## config.mk

```make
export PLATFORM = sky130hd
export DESIGN_NAME = adder_cl_pipe
export DESIGN_NICKNAME = d
export VERILOG_FILES = /design/src/rtl/adder_pkg.sv /design/src/rtl/cla_group.sv /design/src/rtl/adder_cl_pipe.sv
export SDC_FILE = /design/constraint.sdc
export NUM_CORES = 1
export LEC_CHECK = 0
export BUFFER_PORTS_ARGS = -buffer_cell sky130_fd_sc_hd__buf_2
export CORE_ASPECT_RATIO = 1.2
export CORE_MARGIN = 2
export CORE_UTILIZATION = 55
export CTS_CLUSTER_DIAMETER = 80
export DETAILED_ROUTE_END_ITERATION = 8
export PLACE_DENSITY_LB_ADDON = 0.08
export SLEW_MARGIN = 10
export SYNTH_ARGS = -nofsm -noshare
export SYNTH_HDL_FRONTEND = slang
export SYNTH_SLANG_ARGS = --single-unit
```

## constraint.sdc

```tcl
create_clock -name clk -period 1.6 [get_ports clk]
set_clock_uncertainty 0.05 [all_clocks]
set_input_delay 0.32 -clock clk [delete_from_list [all_inputs] [get_ports clk]]
set_output_delay 0.32 -clock clk [all_outputs]
set_load 0.05 [all_outputs]
```

## src/rtl/adder_pkg.sv

```systemverilog
// ============================================================================
// adder_pkg : shared constants and helpers for the pipelined lookahead adder
// Rev 1.0
// ============================================================================
`default_nettype none

package adder_pkg;

  localparam logic ADD = 1'b0;
  localparam logic SUB = 1'b1;

  function automatic int calc_stages(input int n, input int k);
    return n / k;
  endfunction

endpackage

`default_nettype wire

```

## src/rtl/cla_group.sv

```systemverilog
// ============================================================================
// cla_group : combinational K-bit carry-lookahead group
// Rev 1.0
// ============================================================================
`default_nettype none

module cla_group #(
  parameter int K = 4
) (
  input  logic [K-1:0] a,
  input  logic [K-1:0] b,
  input  logic         c_in,
  output logic [K-1:0] s,
  output logic         c_out,
  output logic         c_msb
);

  logic [K-1:0] w_g;
  logic [K-1:0] w_p;
  logic [K:0]   w_c;

  assign w_g = a & b;
  assign w_p = a | b;

  // Each carry is a flat sum of products over the group, not a ripple chain.
  always_comb begin : p_lookahead
    logic w_term;
    logic w_pp;
    w_c    = '0;
    w_c[0] = c_in;
    w_term = 1'b0;
    w_pp   = 1'b1;
    for (int i = 0; i < K; i++) begin
      w_term = 1'b0;
      w_pp   = 1'b1;
      for (int k = i; k >= 0; k--) begin
        w_term = w_term | (w_g[k] & w_pp);
        w_pp   = w_pp & w_p[k];
      end
      w_c[i+1] = w_term | (w_pp & c_in);
    end
  end

  assign s     = a ^ b ^ w_c[K-1:0];
  assign c_out = w_c[K];
  assign c_msb = w_c[K-1];

endmodule

`default_nettype wire

```

## src/rtl/adder_cl_pipe.sv

```systemverilog
// ============================================================================
// adder_cl_pipe : pipelined carry-lookahead adder/subtractor, one group per rank
// Rev 1.0
// ============================================================================
`default_nettype none

module adder_cl_pipe
  import adder_pkg::*;
#(
  parameter int N = 16,
  parameter int K = 4
) (
  input  logic         clk,
  input  logic         rst_n,
  input  logic         in_valid,
  output logic         in_ready,
  input  logic [N-1:0] a,
  input  logic [N-1:0] b,
  input  logic         ci,
  input  logic         sub,
  output logic         out_valid,
  input  logic         out_ready,
  output logic [N-1:0] s,
  output logic         co,
  output logic         ovf
);

  localparam int STAGES = calc_stages(N, K);

  generate
    if (N % K != 0) begin : g_bad_group_width
      $error("adder_cl_pipe: N must be a multiple of K");
    end
  endgenerate

  logic [STAGES-1:0]         valid_q, valid_d;
  logic [STAGES-1:0]         carry_q, carry_d;
  logic [STAGES-1:0]         cmsb_q, cmsb_d;
  logic [STAGES-1:0][N-1:0]  sum_q, sum_d;
  logic [STAGES-1:0][N-1:0]  a_q, a_d;
  logic [STAGES-1:0][N-1:0]  b_q, b_d;

  logic [STAGES-1:0][K-1:0]  w_grp_a, w_grp_b, w_grp_s;
  logic [STAGES-1:0]         w_grp_cin, w_grp_co, w_grp_cmsb;
  logic [N-1:0]              w_b_eff;
  logic                      w_c0;
  logic                      w_adv;
  logic                      w_unused_ops;

  assign w_adv    = !valid_q[STAGES-1] || out_ready;
  assign in_ready = w_adv;
  assign w_b_eff  = (sub == SUB) ? ~b : b;
  assign w_c0     = (sub == SUB) ? 1'b1 : ci;

  // Group j reads its operand slice from rank j-1; group 0 reads the ports.
  generate
    for (genvar j = 0; j < STAGES; j++) begin : g_rank
      if (j == 0) begin : g_first
        assign w_grp_a[j]   = a[K-1:0];
        assign w_grp_b[j]   = w_b_eff[K-1:0];
        assign w_grp_cin[j] = w_c0;
      end else begin : g_next
        assign w_grp_a[j]   = a_q[j-1][j*K +: K];
        assign w_grp_b[j]   = b_q[j-1][j*K +: K];
        assign w_grp_cin[j] = carry_q[j-1];
      end

      cla_group #(.K(K)) u_grp (
        .a     (w_grp_a[j]),
        .b     (w_grp_b[j]),
        .c_in  (w_grp_cin[j]),
        .s     (w_grp_s[j]),
        .c_out (w_grp_co[j]),
        .c_msb (w_grp_cmsb[j])
      );
    end
  endgenerate

  always_comb begin
    valid_d     = '0;
    carry_d     = '0;
    cmsb_d      = '0;
    sum_d       = '0;
    a_d         = '0;
    b_d         = '0;
    valid_d[0]  = in_valid && w_adv;
    a_d[0]      = a;
    b_d[0]      = w_b_eff;
    sum_d[0][K-1:0] = w_grp_s[0];
    carry_d[0]  = w_grp_co[0];
    for (int j = 1; j < STAGES; j++) begin
      valid_d[j]          = valid_q[j-1];
      a_d[j]              = a_q[j-1];
      b_d[j]              = b_q[j-1];
      sum_d[j]            = sum_q[j-1];
      sum_d[j][j*K +: K]  = w_grp_s[j];
      carry_d[j]          = w_grp_co[j];
    end
    cmsb_d[STAGES-1] = w_grp_cmsb[STAGES-1];
  end

  always_ff @(posedge clk or negedge rst_n) begin
    if (!rst_n) begin
      valid_q <= '0;
      carry_q <= '0;
      cmsb_q  <= '0;
      sum_q   <= '0;
      a_q     <= '0;
      b_q     <= '0;
    end else if (w_adv) begin
      valid_q <= valid_d;
      carry_q <= carry_d;
      cmsb_q  <= cmsb_d;
      sum_q   <= sum_d;
      a_q     <= a_d;
      b_q     <= b_d;
    end
  end

  assign out_valid = valid_q[STAGES-1];
  assign s         = sum_q[STAGES-1];
  assign co        = carry_q[STAGES-1];
  assign ovf       = cmsb_q[STAGES-1] ^ carry_q[STAGES-1];

  // Already-consumed operand slices and early-rank top-bit carries are dead.
  assign w_unused_ops = ^{a_q, b_q, cmsb_q, w_grp_cmsb};

endmodule

`default_nettype wire

```

==> results.json <==
{
  "rows": 36,
  "worstPathMaxFanout": 3,
  "ioPinCount": 58,
  "vdd_drop_max_mv": 1.059,
  "grt_max_degree": 74,
  "fin_crit_ps": 1538,
  "synth_nets": 580,
  "synth.area.top_cells": "dfrtp_1, nand2_1, ha_1",
  "clockRootBuffer": "clkbuf_8",
  "cp_slowest_stage_delay_ps": 400,
  "combPwrFrac": 0.460,
  "hold_violations": 0,
  "grt_pass1_vias": 3415,
  "drive_gt1_frac": 0.1852,
  "fin_nets": 652,
  "p_int_uw": 5793,
  "period_share": 0.9611,
  "synth.top_cell.area_share": 0.5186,
  "viasPerCell": 4.900,
  "crit_chain": "inv_2 > ha_1 > nor2b_1 > o21a_1 > o31a_1 > o31ai_1",
  "avgSynthCellArea_um2": 9.232,
  "cp-start-kind": "register",
  "dp_slack_ps": -220.8,
  "critical_path_class": "register to register",
  "swShare": 0.4268,
  "synth-seq-area-share": 0.5186,
  "final-setup-viol-count": 0,
  "slew_headroom": 0.7867,
  "setup_ws_ps": 62.27,
  "htreeDepth": 3,
  "vias": 3415,
  "grt_pass1_wl_um": 14540,
  "clk_latency_ps": 350,
  "ys_warn_count": 0,
  "hold_class": "input port to register",
  "die_area_um2": 9267,
  "tightestPinTransition_ps": 319.9,
  "yosysTopAreaCell": "dfrtp_1",
  "gp_congestion": 0.7698,
  "ys_seq_elements": 97,
  "clkSlewWorstSetupHoldPaths_ps": 90,
  "critPathTopFamily": "compound AO/OA/AOI/OAI gates",
  "grt-ovfl-total": 0,
  "numPortBuffers": 57,
  "area_growth_pct": 16.60,
  "die_h_um": 105.1,
  "cts_tree": "done",
  "place_hpwl_um": 5829,
  "end_kind": "register",
  "cp.required_ps": 1820,
  "fp.coreArea_um2": 8198,
  "power_frac_clock": 0.133,
  "drt-total-wl_um": 8640,
  "arrival_ps": 1760,
  "finalSetupTns_ps": 0,
  "drt_iter0_markers": 130,
  "wl_per_cell_um": 12.40,
  "cts_buffer_depth": 2,
  "rsz0062_at_grt": "true",
  "die_x_um": 88.22,
  "gr-usage-all-layers": 0.1977,
  "ant_nets": 0,
  "start_util": 0.5710,
  "fmax_ghz": 0.6503,
  "postSynthCellCount": 507,
  "finalMaxSlewViolations": 0,
  "total_leakage_power_uw": 0.002813,
  "critPathSlowestCell": "dfrtp_1",
  "total_power_uw": 10110,
  "worst_hold_slack_ps": 106.0,
  "firstDrtPassIters": 4,
  "power_density_nw_per_um2": 1852,
  "synthDistinctLibCells": 35,
  "cts_sinks": 97,
  "post-route-drc-count": 0,
  "diodes": 0,
  "antenna_found_initial": 0,
  "p_switching_uw": 4314,
  "dp_cells": 677,
  "stdcell_count": 697,
  "status": "finished clean",
  "cap_violations": 0,
  "cts_made_buffers": 9,
  "p_seq_frac": 0.407,
  "synth_area_um2": 4681,
  "path_buf_inv": 1
}
-- synthesized netlist by cell type (all sizes together) --
master  instances
nor4            3
or4b            1
a221o           1
nor3            8
buf            20
xnor2           8
nand2b          2
a311oi          1
dfrtp          97
o31a            3
xor2           14
nor2b           5
ha             32
a221oi          1
o31ai           7
inv            38
nor4b           4
or2             1
clkbuf          4
nand3b          1
o211ai          1
o211a           1
a21oi          13
o21a            5
o21bai          3
o21ai          34
nor2           23
and3            1
mux2i           1
fa              3
nand2         171
-- cells in the final DEF (no fill, tap or decap), types with 2 or more instances in the layout --
cell type	n
o31ai_1	7
o21bai_1	3
o31a_1	3
o21ai_0	19
clkinvlp_4	2
nor2b_1	4
ha_1	31
fa_1	3
clkbuf_8	9
a21oi_1	13
buf_4	24
nand2_1	171
clkbuf_1	3
o21a_1	5
inv_1	32
buf_2	54
nor2_1	23
xnor2_1	8
dfrtp_1	96
nor3_1	8
xor2_1	13
nor4b_1	4
inv_2	5
nand2b_1	2
o21ai_1	15
nor4_1	3
buf_12	2
-- layout make-up --
cell class,instances,area [um^2]
multi-input combinational,348,2012
tap,114,142.6
fill,687,2740
timing repair buffer,85,571.8
sequential,97,2429
clock buffer,12,135.1
inverter,38,147.6
clock inverter,3,20.02
-- sequential cells by signal, indices dropped and copies added, names as in the netlist --
name and cells:
sum_d 24, s 16, b_d 24, carry_q 4
a_d 24, valid_q 4, cmsb_q 1
-- worst paths after layout --
path                                          start                     end  slack, ps  cells after the start
worst max-delay path            b_d[40]$_DFFE_PN0N_   sum_d[59]$_DFFE_PN0N_         60                      6
worst min-delay path                           a[9]     a_d[25]$_DFFE_PN0N_        110                      3
worst max register to register  b_d[40]$_DFFE_PN0N_   sum_d[59]$_DFFE_PN0N_         60                      6
worst min register to register     s[3]$_DFFE_PN0N_        s[3]$_DFFE_PN0N_        410                      2
max in group asynchronous                     rst_n  valid_q[3]$_DFFE_PN0N_        600                      3
min in group asynchronous                     rst_n   cmsb_q[3]$_DFFE_PN0N_        340                      2
-- power groups by stage --
stage               combinational, uW  clock, uW  sequential [uW]
floorplan                        2660          0             4840
detailed placement               4500          0             4160
global placement                 4380          0             4100
global route                     5190       1500             4260
finish                           4650       1350             4110
CTS                              4580       1400             4110
-- tightest hold or removal path: cells and delay by family --
kind	cells	cell delay, ps
buf+inv	1	70
simple gates	2	90
-- per-layer routing --
metal	wire (um)	track usage	share of wire
met5	0	0	0
met4	90	0.05952	0.010
met2	4085	0.3238	0.47
met3	268	0.04107	0.031
met1	4196	0.2629	0.49
-- metrics by stage --
step | utilization | instance area (um^2)
final | 0.6658 | 5458
after global routing | 0.6658 | 5458
after CTS | 0.6610 | 5419
after detailed placement | 0.6374 | 5225
after global placement | 0.6374 | 5225
after floorplan | - | 4725
-- logic make-up (layout without fill, tap and decap cells) --
kind of cell	after synthesis	count (layout)	synth area share
DFF	97	97	0.5186
adders and majority gates	35	35	0.09837
buffers and inverters	62	138	0.05747
muxes	1	1	0.002139
AOI/OAI and AO/OA	70	70	0.09089
xor gates and xnor gates	22	22	0.04117
and+or+nand+nor	220	220	0.1914
-- what timing repair did --
item / 4_1_cts / 5_1_grt
hold endpoints to repair: 20 / 0
hold buffers: 1 / 0
gates resized for setup: 2 / 7
setup buffers: 3 / 0
pin swaps: 0 / 1
setup endpoints to repair: 1 / 6
cloned: 0 / 1
No activity file was read; power rests on OpenSTA's default activity.
